$ cat config.mk
export PLATFORM = sky130hd
export DESIGN_NAME = fifo_rd_packer
export DESIGN_NICKNAME = d
export VERILOG_FILES = /design/src/rtl/fifo_rd_packer.sv
export SDC_FILE = /design/constraint.sdc
export NUM_CORES = 1
export LEC_CHECK = 0
export BUFFER_PORTS_ARGS = -buffer_cell sky130_fd_sc_hd__buf_2
export CAP_MARGIN = 20
export CORE_ASPECT_RATIO = 0.75
export CORE_MARGIN = 3
export CORE_UTILIZATION = 35
export CTS_BUF_LIST = sky130_fd_sc_hd__clkbuf_4
export CTS_CLUSTER_DIAMETER = 100
export DETAILED_ROUTE_END_ITERATION = 8
export PLACE_DENSITY = 0.5
export SYNTH_ARGS = -nofsm -noshare
export SYNTH_HDL_FRONTEND = slang
export SYNTH_SLANG_ARGS = --single-unit
$ cat constraint.sdc
create_clock -name clk -period 2.3 [get_ports clk]
set_input_delay 0.23 -clock clk [delete_from_list [all_inputs] [get_ports clk]]
set_output_delay 0.23 -clock clk [all_outputs]
set_load 0.005 [all_outputs]
$ cat src/rtl/fifo_rd_packer.sv
// fifo_rd_packer: drains a registered-read FIFO and packs LANES entries
// into one wide word on a valid/ready output, with partial-word flush.
module fifo_rd_packer #(
   parameter int WIDTH = 8,
   parameter int LANES = 4
) (
   input  logic                   clk,
   input  logic                   reset,
   input  logic                   i_empty,
   output logic                   o_rd,
   input  logic [WIDTH-1:0]       i_rddata,
   input  logic                   i_flush,
   output logic                   o_valid,
   input  logic                   i_ready,
   output logic [WIDTH*LANES-1:0] o_data,
   output logic [LANES-1:0]       o_keep
);

   localparam int IW = $clog2(LANES);
   localparam int CW = IW + 1;
   localparam logic [CW-1:0] FULL = CW'(LANES);
   localparam logic [CW:0] LANES_W = (CW+1)'(LANES);

   logic [LANES-1:0][WIDTH-1:0] acc_q, acc_d;
   logic [LANES-1:0][WIDTH-1:0] data_q, data_d;
   logic [LANES-1:0]            keep_q, keep_d;
   logic [CW-1:0]               cnt_q, cnt_d, eff_cnt;
   logic                        valid_q, valid_d;
   logic                        pend_q, pend_d;
   logic                        flush_q, flush_d;
   logic                        flush_go, xfer, rd;

   // eff_cnt lets a pop issue in the same cycle the accumulator empties
   always_comb begin
      flush_go = flush_q && !pend_q && (cnt_q != '0);
      xfer     = ((cnt_q == FULL) || flush_go) && (!valid_q || i_ready);
      eff_cnt  = xfer ? '0 : cnt_q;
      rd       = !reset && !i_empty && !flush_q &&
                 (({1'b0, eff_cnt} + (CW+1)'(pend_q)) < LANES_W);
   end

   always_comb begin
      acc_d   = acc_q;
      data_d  = data_q;
      keep_d  = keep_q;
      valid_d = valid_q;
      cnt_d   = eff_cnt;
      pend_d  = rd;
      flush_d = flush_q;
      if (xfer) begin
         valid_d = 1'b1;
         for (int k = 0; k < LANES; k++) begin
            keep_d[k] = CW'(k) < cnt_q;
            data_d[k] = keep_d[k] ? acc_q[k] : '0;
         end
      end else if (valid_q && i_ready) begin
         valid_d = 1'b0;
      end
      if (pend_q) begin
         acc_d[eff_cnt[IW-1:0]] = i_rddata;
         cnt_d = eff_cnt + 1'b1;
      end
      // a flush with nothing held or in flight retires silently
      if (flush_q) begin
         if ((xfer && flush_go) || (cnt_q == '0 && !pend_q)) begin
            flush_d = 1'b0;
         end
      end else if (i_flush) begin
         flush_d = 1'b1;
      end
   end

   always_ff @(posedge clk) begin
      if (reset) begin
         acc_q   <= '0;
         data_q  <= '0;
         keep_q  <= '0;
         valid_q <= 1'b0;
         cnt_q   <= '0;
         pend_q  <= 1'b0;
         flush_q <= 1'b0;
      end else begin
         acc_q   <= acc_d;
         data_q  <= data_d;
         keep_q  <= keep_d;
         valid_q <= valid_d;
         cnt_q   <= cnt_d;
         pend_q  <= pend_d;
         flush_q <= flush_d;
      end
   end

   assign o_rd    = rd;
   assign o_valid = valid_q;
   assign o_data  = data_q;
   assign o_keep  = keep_q;

endmodule

* Word level (Yosys, flattened, before mapping)
Index checks and enable logic that the tools add are counted.
** Storage, ports and cells
- Register bits :: 74
- Latch bits :: 0
- Memory bits (writable) :: 0
- Memory bits (read-only) :: 0
- Output and inout bits :: 38
- Logic and storage cells :: 58
- Memories :: 0
** Operators by class
- Add/sub/neg operators :: 2
- $mul :: 0
- Div/mod/pow operators :: 0
- Magnitude comparators :: 7
- Eq/ne operators :: 1
- Shift operators :: 0
- Muxes and demuxes :: 14
- Bitwise logic cells :: 0
- Reduce and logical (&&, ||, !) cells :: 21
** Operator list (count)
- $mux W8 :: 5
- $bwmux W32 :: 1
- $demux W8 S2 :: 1
- $logic_and A1 B1 Y1 :: 10
- $lt A1 B3 Y1 const A :: 2
- $lt A2 B3 Y1 const A :: 2
- $mux W3 :: 2
- $logic_not A1 Y1 :: 5
- $mux W1 :: 5
- $add A3 B1 Y4 :: 1
- $lt A4 B3 Y1 const B :: 1
- $add A3 B1 Y3 const B :: 1
- $eq A3 B3 Y1 const B :: 1
- $logic_not A3 Y1 :: 1
- $logic_or A1 B1 Y1 :: 3
- $lt A2 B3 Y1 const B :: 1
- $reduce_bool A3 Y1 :: 1
- $ge A2 B1 Y1 const B :: 1
- $reduce_bool A2 Y1 :: 1

* Logic depth before layout (Yosys ltp)
Gate-level depths: netlist of run 1.
- Depth in word-level cells :: 11
- Depth in mapped cells :: 10
- Gate-level depth less buffers :: 8

* Worst setup path after synthesis of run 1
OpenSTA, ideal clock, no wires.
- Path type :: reg2reg
- Start point :: reg cnt_q[1]
- End point :: reg acc_q[15] in the netlist's numbering
- Setup time :: 132 ps
- Arrival :: 1947 ps
- Setup slack :: 221 ps
- Cell stages (with the launch flop) :: 11
- Path buffers :: 2
- Period minus slack after synthesis :: 2079 ps
- Path through :: dfxtp_1 nor2_4 mux2_4 buf_6 nand2_1 and2_1 ha_1 clkbuf_1 nand2_1 nand2_1 a21oi_1
** Between the ends
- Longest elaborated chain between the ends :: 10
** RTL lines
- start: declaration :: RTL line 27 : logic [CW-1:0] cnt_q, cnt_d, eff_cnt;
- start signal: assignment :: RTL line 87 : cnt_q <= cnt_d;
- $reduce_bool A3 Y1 :: RTL line 35 : flush_go = flush_q && !pend_q && (cnt_q != '0);
- $logic_and A1 B1 Y1 :: RTL line 35
- $logic_or A1 B1 Y1 :: RTL line 36 : xfer = ((cnt_q == FULL) || flush_go) && (!valid_q || i_ready);
- $logic_and A1 B1 Y1 :: RTL line 36
- $mux W3 * :: RTL line 37 : eff_cnt = xfer ? '0 : cnt_q;
- $lt A2 B3 Y1 (not written as such) / $ge A2 B1 Y1 (equally long branches) :: RTL line 60 : acc_d[eff_cnt[IW-1:0]] = i_rddata;
- $logic_and A1 B1 Y1 (not written as such) :: RTL line 60
- $mux W8 (not written as such) :: RTL line 60
- $demux W8 S2 * :: RTL line 60
- $bwmux W32 * :: RTL line 60
- end signal: assignment :: RTL line 75 : acc_q <= '0;
- end signal: assignment :: RTL line 83 : acc_q <= acc_d;
- end: declaration :: RTL line 24 : logic [LANES-1:0][WIDTH-1:0] acc_q, acc_d;
Mark *: on every way between the ends. The rest lies on a longest branch, timed or not.
A chain may end at the register's enable or synchronous reset.

* Final worst setup path of run 1
- Start point :: reg cnt_q[0]
- End point :: out o_rd
** Between the ends
- Longest elaborated chain between the ends :: 8
** RTL lines
- $reduce_bool A3 Y1 :: RTL line 35
- $logic_and A1 B1 Y1 :: RTL line 35
- $logic_or A1 B1 Y1 :: RTL line 36
- $logic_and A1 B1 Y1 :: RTL line 36
- $mux W3 * :: RTL line 37
- $add A3 B1 Y4 * :: RTL line 39 : (({1'b0, eff_cnt} + (CW+1)'(pend_q)) < LANES_W);
- $lt A4 B3 Y1 * :: RTL line 39
- $logic_and A1 B1 Y1 * :: RTL line 38 : rd = !reset && !i_empty && !flush_q &&
- end: declaration :: RTL line 10 : output logic o_rd,
Marked as above.

==> results of run 1 <==
[synth_stat cells]
master	number	area, um^2
o21ai_0	26	130
nor3_1	1	5.00
dfxtp_1	74	1480
nand2b_1	19	119
a21o_1	1	7.51
clkbuf_1	15	56.3
or3b_2	1	8.76
buf_1	8	30.0
mux2i_4	1	22.5
buf_6	5	56.3
a21oi_1	54	270
nor2b_2	1	8.76
ha_1	5	62.6
nor4_1	2	12.5
nor2_4	2	22.5
o22ai_1	1	6.26
and2_1	3	18.8
mux2_4	1	15.0
nand2_1	48	180
nor2b_1	2	12.5
a21oi_2	1	8.76
o21ai_1	7	35.0
nand3_1	36	180
nand4_1	24	150
nor2_1	5	18.8
o21ai_2	5	43.8
buf_2	3	15.0
[power by group]
group / internal [mW] / total [mW] / switching (mW)
Clock: 0.233 / 0.669 / 0.436
Combinational: 0.0691 / 0.184 / 0.115
Sequential: 1.30 / 1.31 / 0.0103
Total: 1.60 / 2.16 / 0.562
[flip-flops by register name, indices dropped and copies added (netlist names)]
signal and cells:
acc_q 32, flush_q 1, o_valid 1, cnt_q 3, pend_q 1, o_data 32, o_keep 4
[worst max-delay path: cells and delay by family, from the launching register on]
kind | cells | cell delay [ps]
flip-flops | 1 | 370
AO/OA/AOI/OAI | 2 | 180
AND/OR/NAND/NOR | 4 | 400
adder cells (fa/ha/maj) | 1 | 130
multiplexers | 1 | 330
buffers and inverters | 1 | 150
[metrics by stage]
stage / hold WS [ps] / instances
floorplan: 309 / 351
global placement: 425 / 485
detailed placement: 424 / 485
CTS: 21.4 / 508
global route: 61.7 / 510
finish: 52.1 / 510
[per-layer routing]
layer  routed length [um]  part of all wire (%)
met5                    0                     0
met3                  388                   5.0
met1                 3980                    51
met2                 3290                    42
met4                  127                   1.6
[layout make-up]
type                    count  area (um^2)
clock buffers              11         82.6
clock inverters             5         21.3
fillers                   850         4590
multi-input cells         246         1380
flip-flops and latches     74         1490
well taps                 105          131
repair buffers             69          399
[cells by family after synthesis]
group / count (synthesis)
AND/OR/NAND/NOR: 144
AO/OA/AOI/OAI: 95
flip-flops: 74
buffers and inverters: 31
adder cells (fa/ha/maj): 5
multiplexers: 2
[worst max path at each step]
stage / endpoint / startpoint / cells after the start / slack [ps]
after floorplan: acc_q[15] / cnt_q[1] / 10 / 220
after global placement: o_rd / flush_q / 9 / 240
after detailed placement: o_rd / flush_q / 9 / 240
after CTS: o_rd / cnt_q[1] / 9 / -10
after global routing: o_rd / cnt_q[0] / 9 / -30
final: o_rd / cnt_q[0] / 9 / 90
[cells in the final DEF (no fill, tap or decap)]
| cell | n |
|---|---|
| dfxtp_1 | 71 |
| a21oi_1 | 52 |
| buf_2 | 50 |
| nand2_1 | 47 |
| nand3_1 | 36 |
| o21ai_0 | 26 |
| nand4_1 | 24 |
| nand2b_1 | 19 |
| buf_4 | 17 |
| clkbuf_4 | 11 |
| o21ai_1 | 7 |
| nor2_1 | 5 |
| o21ai_2 | 5 |
| ha_1 | 4 |
| clkinv_1 | 3 |
| nor2_4 | 2 |
| and2_1 | 2 |
| a21oi_2 | 2 |
| nor4_1 | 2 |
| nor2b_1 | 2 |
| clkinv_2 | 2 |
| dfxtp_2 | 2 |
| nor2b_4 | 1 |
| mux2_4 | 1 |
| nand2_4 | 1 |
| and2_4 | 1 |
| a21oi_4 | 1 |
| mux2i_4 | 1 |
| or3b_2 | 1 |
| o22ai_1 | 1 |
| a21o_1 | 1 |
| nor3_1 | 1 |
| ha_4 | 1 |
| dfxtp_4 | 1 |
| dlygate4sd3_1 | 1 |
| buf_6 | 1 |
[timing repair]
| action | in CTS | in global routing |
|---|---|---|
| resized for setup | 12 | 2 |
| endpoints found under the hold margin | 1 | 0 |
| endpoints found under the setup margin | 1 | 1 |
| pin swaps | 4 | 3 |
| setup buffers | 6 | 2 |
| hold buffers | 1 | 0 |
==> key figures, run 1 <==
Outcome
  • Status: finished, final reports clean

Synth
  • Proportion of synthesized area in mux cells: 1.26%
  • Mapped Cells: 351
  • Mean area per synthesized cell: 8.48 um^2
  • Adder-Cell Fraction of Synth Area: 2.10%
  • Flip-flop and latch count after synthesis: 74
  • Register area share after synthesis: 49.7%
  • Yosys warnings: 0
  • Synthesized area: 2980 um^2
  • Post-Synth XOR/XNOR Area: 0%
  • Simple-gate share of the synthesized area: 24.7%
  • Synth Area in Compound Gates: 16.8%
  • Main combinational cell family by area after synthesis: simple AND/OR/NAND/NOR gates
  • Post-Syn Nets: 369
  • Synth unique cells: 27

Floorplanning
  • Area of the core: 8090 um^2
  • I/O pins: 51
  • Die area: 9660 um^2
  • FP Rows: 28
  • Die Ht: 85.9 um
  • Starting Density: 36.8%
  • Die Wd: 113 um

GRT
  • Initial antenna violation count: 0
  • Grt total ovfl: 0
  • First-pass GRT wire length: 13,000 um
  • M2 GR Usage: 25.6%
  • Vias in the first global route: 2,545
  • GRT Max-Usage Layer: met2
  • GRT Total Usage: 17.1%
  • Met1 usage: 23.5%
  • Largest net degree at the start of global routing: 41
  • Met3 Resource Use GR: 5.57%

Timing
  • Slew Viols, Final: 0
  • Hold Vio Cnt, Final: 0
  • Period minus WS final: 2210 ps
  • Worst Setup Slack, final: 85.1 ps
  • Setup violations, final: 0
  • Tightest Pin Transition: 635 ps
  • Sum Neg Setup Slack: 0 ps
  • Peak Freq: 0.451 GHz
  • Worst Clk Skew: 13.1 ps
  • Max-slew headroom: 57.5%
  • Crit share post-route: 96.3%
  • RSZ-0062 raised after global routing: true

Worst setup path
  • Crit path DAT: 1980 ps
  • CP startpoint kind: flip-flop
  • CP peak stage delay: 370 ps
  • Worst setup EP type: primary output
  • Reg2reg start: cnt_q[0]
  • Required @ worst endpoint: 2070 ps
  • Crit Path Max Fanout: 2
  • Critical-path top delay cell: dfxtp_4
  • Crit-path cells: nor2_4 > mux2_4 > nand2_4 > and2_4 > ha_4 > a21oi_4 > a21oi_2 > nor4_1 > buf_2
  • Flop2flop setup slack: 260 ps
  • Reg2reg path depth: 10
  • CP Class: reg -> out
  • R2r endpoint: acc_q[6]

Clock network
  • Num Clock Sinks: 74
  • CTS Buf Count: 9
  • Clock Path Buffers: 2
  • Root buffer cell: clkbuf_4
  • Clk Latency, worst-skew pair: 430 ps
  • CTS tree: done
  • Clk slew on worst S/H paths: 110 ps
  • H-tree Lvls: 3

Drt
  • DR vias/cell: 5.09
  • 1st-pass router iterations: 4
  • Drt initial violations: 133
  • DRC: 0
  • Post-route ant nets: 0
  • Final wirelength: 7790 um
  • Vias: 2,595
  • WL/cell: 15.3 um

Finish
  • Diodes inserted: 0
  • Nets: 418
  • Layout cells sized above 1: 24.9%
  • Post-layout util: 43.3%
  • Area delta synth->final: 17.6%
  • Design area: 3500 um^2

Power and ir drop
  • Peak supply drop: 0.323 mV
  • Final Power: 2.16 mW
  • Leakage Power: 1.31 nW
  • Pwr per Cell Area: 617 nW/um^2

Min path
  • Hold path start: i_flush
  • Worst Hold End: flush_q
  • WHS Path Cells: 3
  • Path type of the worst min-delay path: in -> reg

Placed design
  • Worst slack, placed: 237 ps
  • DPL Wire Length: 4890 um
  • Post-DP Area: 3280 um^2
  • PortBufs: 50
  • Placer Congestion: 0.722

Job
  • Max Cap Viol: 0
Power figures use the tool's default switching activity.
==> run 2, diff against run 1 <==
--- a/config.mk
+++ b/config.mk
@@ -5,6 +5,7 @@
 export SDC_FILE = /design/constraint.sdc
 export NUM_CORES = 1
 export LEC_CHECK = 0
+export ABC_AREA = 1
 export BUFFER_PORTS_ARGS = -buffer_cell sky130_fd_sc_hd__buf_2
 export CAP_MARGIN = 20
 export CORE_ASPECT_RATIO = 0.75
==> run 2 against run 1 <==
  * Clock skew is 1.1 ps lower
  * Clock-buffer cell count up 1
  * Worst setup slack gained 110 ps
  * Final cell count is 6.5% higher
  * Die area down 0.16%
  * Area after synthesis is 0.17% lower
  * Routed wire length fell by 4.7%
  * Synthesized cell count grew 9.4%
  * Critical path depth rose by 2
  * Core utilization decreased by 0.96 points
  * Clock power increased by 3.1%
  * Register-to-register slack improved by 30 ps
  * Largest power group unchanged
==> key figures, run 2 <==
Timing
  • Setup violations, final: 0
  • Crit share post-route: 91.7%
  • Slew Viols, Final: 0
  • Worst Clk Skew: 12.0 ps
  • Period minus WS final: 2110 ps
  • Peak Freq: 0.474 GHz
  • Hold_ws: 73.9 ps
  • RSZ-0062 raised after global routing: false
  • Sum Neg Setup Slack: 0 ps
  • Tightest Pin Transition: 840 ps
  • Hold Vio Cnt, Final: 0
  • Max-slew headroom: 43.9%

Floorplanning
  • Area of the core: 8060 um^2
  • Starting Density: 36.9%
  • Die Ht: 85.8 um
  • I/O pins: 51
  • FP Rows: 28
  • Die Wd: 112 um
  • Die area: 9650 um^2

Finish
  • Layout cells sized above 1: 19.2%
  • Commonest cells after routing, fill and taps aside: dfxtp_1 (72), nor2_1 (60), nand2_1 (57)
  • Area delta synth->final: 14.7%
  • Diodes inserted: 0
  • Most common cell after layout, fill and taps aside: dfxtp_1
  • Nets: 451
  • Design area: 3410 um^2

Drt
  • DR vias/cell: 4.73
  • DRC: 0
  • Vias: 2,571
  • Final wirelength: 7420 um
  • 1st-pass router iterations: 4
  • WL/cell: 13.7 um
  • Drt initial violations: 122
  • Post-route ant nets: 0

Synth
  • Proportion of synthesized area in mux cells: 0%
  • Mean area per synthesized cell: 7.74 um^2
  • Primary FF master, synth: dfxtp_1
  • Share of the synthesized area in the top cell type: 49.8%
  • Flip-flop and latch count after synthesis: 74
  • Simple-gate share of the synthesized area: 23.4%
  • Register area share after synthesis: 49.8%
  • Adder-Cell Fraction of Synth Area: 2.10%
  • Post-synth top area cell: dfxtp_1
  • Post-Syn Nets: 402
  • Main combinational cell family by area after synthesis: simple AND/OR/NAND/NOR gates
  • EDFF count, synth: 0
  • Yosys warnings: 0
  • Synth Area in Compound Gates: 16.2%
  • Mapped Cells: 384
  • Most common cell in the netlist: dfxtp_1
  • Asr flop ratio synth: 0%
  • Post-Synth XOR/XNOR Area: 0%
  • Synth top cells by count: dfxtp_1 (74), nor2_1 (60), nand2_1 (59)
  • Top post-synthesis cells by area: dfxtp_1 (50%), a21oi_1 (8.4%), nor2_1 (7.6%), nand2_1 (7.4%), o21ai_0 (5.7%)
  • Synth unique cells: 23
  • Synthesized area: 2970 um^2

Min path
  • WHS Path Cells: 3
  • Path type of the worst min-delay path: in -> reg

Worst setup path
  • Reg2reg path depth: 12
  • Crit path DAT: 1880 ps
  • Crit Path Max Fanout: 4
  • Reg2reg start: pend_q
  • Worst Setup SP: cnt_q[0]
  • Flop2flop setup slack: 290 ps
  • Crit path to: o_rd
  • R2r endpoint: cnt_q[2]
  • CP Class: reg -> out
  • CP startpoint kind: flip-flop
  • Worst setup EP type: primary output
  • Required @ worst endpoint: 2070 ps

Power and ir drop
  • Peak supply drop: 0.243 mV
  • Leakage Power: 1.42 nW
  • Switching Fraction: 28.2%
  • Psw: 0.647 mW
  • Internal power: 1.65 mW
  • Pwr per Cell Area: 672 nW/um^2
  • Clock Power Share: 30.1%
  • Logic gate share of total power: 11.6%
  • Sequential share of power: 58.3%

Clock network
  • Root buffer cell: clkbuf_4
  • Clk slew on worst S/H paths: 110 ps
  • CTS Buf Count: 9
  • Num Clock Sinks: 74
  • Clock Path Buffers: 2
  • H-tree Lvls: 3
  • Clk Latency, worst-skew pair: 420 ps
  • CTS tree: done

GRT
  • GRT Total Usage: 16.6%
  • First-pass GRT wire length: 12,600 um
  • Vias in the first global route: 2,438
  • Initial antenna violation count: 0
  • Grt total ovfl: 0
  • Largest net degree at the start of global routing: 37

Placed design
  • PortBufs: 50
  • Placer Congestion: 0.772
  • DPL Wire Length: 4960 um
  • Post-DP Area: 3280 um^2

Outcome
  • Status: finished, final reports clean

Job
  • Max Cap Viol: 0
[run 2: repair_timing]
action                                  4_1_cts  5_1_grt
setup buffers                                 0        1
endpoints found under the setup margin        0        2
hold buffers                                  0        0
resized for setup                             0        5
[run 2: power groups by stage]
stage / registers [mW] / clock network, mW / logic [mW]
after floorplan: 1.36 / 0 / 0.195
after global placement: 1.37 / 0 / 0.263
after detailed placement: 1.37 / 0 / 0.265
after CTS: 1.34 / 0.732 / 0.265
after global routing: 1.34 / 0.784 / 0.304
final: 1.34 / 0.690 / 0.265
[run 2: layout make-up]
cell class,count,area [um^2]
sequential,74,1490
multi-input combinational,257,1250
clock buffer,12,90.1
tap,105,131
fill,871,4650
clock inverter,4,18.8
timing repair buffer,59,318
inverter,32,120
[run 2: cell families after synthesis]
kind of cell	after synthesis
and+or+nand+nor	160
AOI/OAI and AO/OA	92
DFF	74
buffers and inverters	53
adders and majority gates	5
[run 2: worst min path at each step]
stage / startpoint / endpoint / slack [ps]
after CTS: i_flush / flush_q / 40
after global placement: o_keep[0] / o_keep[0] / 440
after floorplan: i_rddata[0] / acc_q[0] / 400
final: i_flush / flush_q / 70
after global routing: i_empty / pend_q / 50
after detailed placement: acc_q[15] / acc_q[15] / 440
[run 2: worst max-delay path, stage by stage (launching register included)]
cell     delay, ps
dfxtp_1        420
inv_1           90
nand2_1         80
nand2_2         70
nand3_4         70
nand2_1        100
inv_1          120
ha_1           150
inv_1           40
nor2_1         150
nor2_1          70
buf_2          120
[run 2: per-layer routing]
| layer | track usage, % | up-vias | share of wire [%] | routed length, um |
|---|---|---|---|---|
| met5 | 0 | - | 0 | 0 |
| met4 | 4.59 | 0 | 0.76 | 56 |
| met3 | 4.94 | 5 | 4.2 | 309 |
| met2 | 24.8 | 44 | 42 | 3100 |
| met1 | 23.4 | 1160 | 53 | 3950 |
| li1 | - | 1362 | - | - |
[run 2: per-stage QoR]
step	setup WS, ps	cells	util, %	power [mW]
after global placement	324	526	40.8	1.63
after global routing	8.97	543	42.3	2.43
final	191	543	42.3	2.29
after floorplan	393	384	-	1.56
after detailed placement	240	526	40.8	1.63
after CTS	11.7	542	42.1	2.33
